==> src/rtl/scan_sequencer.sv <==
// Two-level row/column scan sequencer: inner index nested in outer index, one step per unstalled cycle.
// Optional abort input and sticky aborted flag are built when SCAN_SEQ_ABORT_EN is defined.
module scan_sequencer #(
    parameter int N_IN  = 6,
    parameter int N_OUT = 6
) (
    input  logic             clock_i,
    input  logic             reset_ni,
`ifdef SCAN_SEQ_ABORT_EN
    input  logic             abort_i,
    output logic             aborted_o,
`endif
    input  logic             start_i,
    input  logic [N_IN-1:0]  in_limit_i,
    input  logic [N_OUT-1:0] out_limit_i,
    input  logic             stall_i,
    output logic             busy_o,
    output logic             step_valid_o,
    output logic [N_IN-1:0]  in_idx_o,
    output logic [N_OUT-1:0] out_idx_o,
    output logic             in_last_o,
    output logic             out_last_o,
    output logic             done_o
);

    typedef enum logic [1:0] {
        ST_IDLE = 2'd0,
        ST_RUN  = 2'd1,
        ST_DONE = 2'd2
    } state_t;

    state_t             state_q, state_d;
    logic [N_IN-1:0]    in_idx_q, in_idx_d;
    logic [N_OUT-1:0]   out_idx_q, out_idx_d;
    logic [N_IN-1:0]    lat_in_q, lat_in_d;
    logic [N_OUT-1:0]   lat_out_q, lat_out_d;
    logic               in_last, out_last;
`ifdef SCAN_SEQ_ABORT_EN
    logic               aborted_q, aborted_d;
`endif

    // Wrap is driven only by these compares, never by counter overflow.
    assign in_last  = (in_idx_q == lat_in_q);
    assign out_last = (out_idx_q == lat_out_q);

    always_comb begin
        state_d      = state_q;
        in_idx_d     = in_idx_q;
        out_idx_d    = out_idx_q;
        lat_in_d     = lat_in_q;
        lat_out_d    = lat_out_q;
        step_valid_o = 1'b0;
        done_o       = 1'b0;
`ifdef SCAN_SEQ_ABORT_EN
        aborted_d    = aborted_q;
`endif
        unique case (state_q)
            ST_IDLE: begin
                if (start_i) begin
                    lat_in_d  = in_limit_i;
                    lat_out_d = out_limit_i;
                    in_idx_d  = '0;
                    out_idx_d = '0;
                    state_d   = ST_RUN;
`ifdef SCAN_SEQ_ABORT_EN
                    aborted_d = 1'b0;
`endif
                end
            end
            ST_RUN: begin
`ifdef SCAN_SEQ_ABORT_EN
                if (abort_i) begin
                    state_d   = ST_DONE;
                    aborted_d = 1'b1;
                end else
`endif
                if (!stall_i) begin
                    step_valid_o = 1'b1;
                    if (!in_last) begin
                        in_idx_d = in_idx_q + 1'b1;
                    end else if (!out_last) begin
                        in_idx_d  = '0;
                        out_idx_d = out_idx_q + 1'b1;
                    end else begin
                        state_d = ST_DONE;
                    end
                end
            end
            ST_DONE: begin
                done_o  = 1'b1;
                state_d = ST_IDLE;
            end
            default: state_d = ST_IDLE;
        endcase
    end

    always_ff @(posedge clock_i or negedge reset_ni) begin
        if (!reset_ni) begin
            state_q   <= ST_IDLE;
            in_idx_q  <= '0;
            out_idx_q <= '0;
            lat_in_q  <= '0;
            lat_out_q <= '0;
`ifdef SCAN_SEQ_ABORT_EN
            aborted_q <= 1'b0;
`endif
        end else begin
            state_q   <= state_d;
            in_idx_q  <= in_idx_d;
            out_idx_q <= out_idx_d;
            lat_in_q  <= lat_in_d;
            lat_out_q <= lat_out_d;
`ifdef SCAN_SEQ_ABORT_EN
            aborted_q <= aborted_d;
`endif
        end
    end

    assign busy_o     = (state_q != ST_IDLE);
    assign in_idx_o   = in_idx_q;
    assign out_idx_o  = out_idx_q;
    assign in_last_o  = in_last;
    assign out_last_o = out_last;
`ifdef SCAN_SEQ_ABORT_EN
    assign aborted_o  = aborted_q;
`endif

endmodule

==> config.mk <==
export PLATFORM = sky130hd
export DESIGN_NAME = scan_sequencer
export DESIGN_NICKNAME = d
export VERILOG_FILES = /design/src/rtl/scan_sequencer.sv
export SDC_FILE = /design/constraint.sdc
export NUM_CORES = 1
export LEC_CHECK = 0
export BUFFER_PORTS_ARGS = -buffer_cell sky130_fd_sc_hd__buf_2
export CORE_AREA = 2 2 57 59
export CTS_CLUSTER_DIAMETER = 120
export DETAILED_ROUTE_END_ITERATION = 7
export DIE_AREA = 0 0 59 61
export PLACE_DENSITY_LB_ADDON = 0.15
export SLEW_MARGIN = 20
export SYNTH_ARGS = -nofsm -noshare
export SYNTH_HDL_FRONTEND = slang
export SYNTH_SLANG_ARGS = --single-unit
==> constraint.sdc <==
create_clock -name clock_i -period 1.75 [get_ports clock_i]
set_clock_uncertainty 0.15 [all_clocks]
set_input_delay 0.175 -clock clock_i [delete_from_list [all_inputs] [get_ports clock_i]]
set_output_delay 0.175 -clock clock_i [all_outputs]
set_load 0.005 [all_outputs]
==> results.sh <==
export IMPL_status="complete, but fails checks"
export IMPL_failed_checks="setup timing"
export IMPL_gr_total_overflow=0
export IMPL_critPathLaunchType="register"
export IMPL_clk_pin_slew_worst_paths_ns=0.16
export IMPL_synth_distinct_cells=35
export IMPL_drive_gt1_share_pct=53.3
export IMPL_dieArea_mm2=0.00360
export IMPL_cts_sinks=26
export IMPL_cp_end_kind="output port"
export IMPL_setup_tns_ns=-1.12
export IMPL_synth_seq_cells=26
export IMPL_critical_path_max_stage_delay_ns=0.42
export IMPL_path_max_fanout=3
export IMPL_ys_seq_area_share_pct=48.3
export IMPL_die_w_um=59
export IMPL_num_io_pins=33
export IMPL_fin_util_pct=71.4
export IMPL_synth_top_area_share_pct=48.3
export IMPL_firstDrtPassIters=4
export IMPL_syn_nets=137
export IMPL_tightest_slew_ns=0.578
export IMPL_setup_viol=14
export IMPL_syn_avg_cell_area_um2=11.3
export IMPL_grt_max_degree=27
export IMPL_cts_made_buffers=3
export IMPL_path_cells="xor2_1 -> nor4_2 -> and2_1 -> buf_2"
export IMPL_vias=1261
export IMPL_routabilityCongestion=0.737
export IMPL_core_area_mm2=0.00295
export IMPL_grtUsageTotal_pct=19.8
export IMPL_placementRows=20
export IMPL_critical_path_required_ns=1.42
export IMPL_avgRoutedWirePerCell_um=15.0
export IMPL_nets=216
export IMPL_fin_crit_ns=2.00
export IMPL_drc=0
export IMPL_cp_data_arrival_time_ns=1.68
export IMPL_areaGrowthSynthToFinish_pct=56.5
export IMPL_powerDensity_mw_per_mm2=1140
export IMPL_irDropWorstVdd_v=0.000635
export IMPL_clock_fmax_mhz=500
export IMPL_cts_buffer_depth=2
export IMPL_path_delay_family="simple AND/OR/NAND/NOR gates"
export IMPL_clkLatencyLatePin_ns=0.33
export IMPL_cts_tree="done"
export IMPL_grt_pass1_wl_um=5260
export IMPL_p_leak_uw=0.00102
export IMPL_io_buffers=32
export IMPL_cpMaxStageDelayCell="dfrtp_1"
export IMPL_yosysWarningCount=0
export IMPL_relSlewSlack_pct=61.5
export IMPL_yosys_top_cells_area="dfrtp_1 48%, mux2_2 11%, xnor2_1 4.5%, xor2_1 3.9%, a31oi_1 2.3%"
export IMPL_ant_nets=0
export IMPL_hpwl_um=2290
export IMPL_cts_max_level=1
export IMPL_hp_class="input pin to register"
export IMPL_syn_cell_area_mm2=0.00135
export IMPL_antenna_cells=0
export IMPL_rsz0062_at_grt="yes"
export IMPL_wirelength_um=3450
export IMPL_hold_violations=0
export IMPL_slew_viol_final=0
export IMPL_antenna_found_initial=0
export IMPL_synthCells=119
export IMPL_grt_pass1_vias=1199
export IMPL_crit_type="register to output port"
export IMPL_start_util_pct=45.6
export IMPL_drv_cap=0
export IMPL_viasPerCell=5.48
export IMPL_timing_critical_path_buf_inv=1
export IMPL_root_buffer="clkbuf_4"
export IMPL_die_h_um=61
export IMPL_final_setup_worst_slack_ns=-0.251
export IMPL_drtIter0Drc=30
export IMPL_yosysTopAreaCell="dfrtp_1"
export IMPL_period_share_pct=114
report_power, final:
group | internal, uW | switching [uW]
logic | 595 | 513
registers | 746 | 133
clock network | 232 | 195
per-layer routing:
layer  vias to the layer above  part of all wire [%]  global-route usage (%)  routed length, um
met5                         -                     0                       0                  0
met4                         0                   1.0                    10.1                 36
met3                         6                   5.4                    3.84                186
li1                        580                     -                       -                  -
met2                        39                    50                    31.7               1740
met1                       636                    43                    25.7               1490
synth_stat cells:
library cell and count:
a22o_2 2, mux2_2 13, o32ai_1 1, nand3_1 4
o21ai_0 3, o21a_1 3, inv_1 3, or2_2 1
xor2_1 6, nand2_2 1, nor4_2 1, and3_1 3
nor3b_1 1, nor2_1 7, dfrtp_1 26, a221o_2 1
nor3_1 2, a211oi_2 1, and2_1 1, nand4_2 1
a21oi_1 3, a31oi_1 5, nand2b_1 5, a21o_1 1
nor2b_1 2, or3_1 1, xnor2_1 7, nand2_1 5
nor2_4 1, nor4b_1 1, a211o_1 2, mux2i_1 1
buf_2 1, a21o_2 1, ha_1 2
layout make-up:
class,count,area [um^2]
Clock buffer,3,22.5
Clock inverter,1,30.0
Fill cell,210,843
Inverter,3,11.3
Multi-Input combinational cell,89,811
Sequential cell,26,651
Tap cell,33,41.3
Timing Repair Buffer,75,543
kinds of logic after synthesis:
group	Yosys count	share of synthesized area [%]
AND/OR/NAND/NOR	37	16.0
AO/OA/AOI/OAI	23	12.6
adder cells (fa/ha/maj)	2	1.86
buffers and inverters	4	1.21
XOR/XNOR	13	8.45
flip-flops	26	48.3
multiplexers	14	11.6
state kept, by name, summed over array words and instances, names as in the netlist:
name / count
lat_out_q: 6
out_idx_o: 6
state_q: 2
lat_in_q: 6
in_idx_o: 6
cell usage in the layout (no fill, tap or decap), types with 4 or more instances in the layout:
cell type | synthesis | layout
nor2_1 | 7 | 7
xor2_1 | 6 | 6
nand2b_1 | 5 | 5
dlygate4sd3_1 | 0 | 13
buf_2 | 1 | 30
buf_6 | 0 | 6
mux2_2 | 13 | 12
nand3_1 | 4 | 4
buf_4 | 0 | 26
xnor2_2 | 0 | 5
dfrtp_1 | 26 | 26
nand2_1 | 5 | 5
timing repair:
action / CTS / global route
setup endpoints to repair: 15 / 16
hold buffers: 13 / 0
pin swaps: 20 / 8
buffers inserted: 7 / 1
hold endpoints to repair: 38 / 0
resized for setup: 10 / 20
path summary, 6_finish.rpt:
check                                     to  cells past startpoint    startpoint  slack [ns]
worst max register to register  out_idx_o[1]                      6  lat_out_q[3]       -0.13
max in group asynchronous       out_idx_o[1]                      2      reset_ni        0.86
worst max-delay path              out_last_o                      4  lat_out_q[3]       -0.25
worst min register to register  lat_out_q[1]                      1  lat_out_q[1]        0.39
min in group asynchronous        in_idx_o[4]                      2      reset_ni        0.20
worst min-delay path              state_q[0]                      4       start_i        0.04
stage by stage:
stage	cell area, um^2	hold WS, ns	worst slack [ns]	cells	total power [uW]
after floorplan	1350	-0.271	-0.00848	119	1380
after global placement	1710	0.0461	-0.0264	205	1740
after detailed placement	1710	0.0628	-0.0726	205	1770
after CTS	1990	0.0275	-0.192	229	2250
after global routing	2110	0.0509	-0.294	230	2560
final	2110	0.0408	-0.251	230	2410
worst reg2reg max path, delay by kind of cell, from the launching register on:
kind                      cells  cell delay [ns]
and+or+nand+nor               1             0.42
DFF                           1             0.42
xor gates and xnor gates      1             0.16
AOI/OAI and AO/OA             2             0.30
buffers and inverters         1             0.20
muxes                         1             0.16
Power figures use the tool's default switching activity.
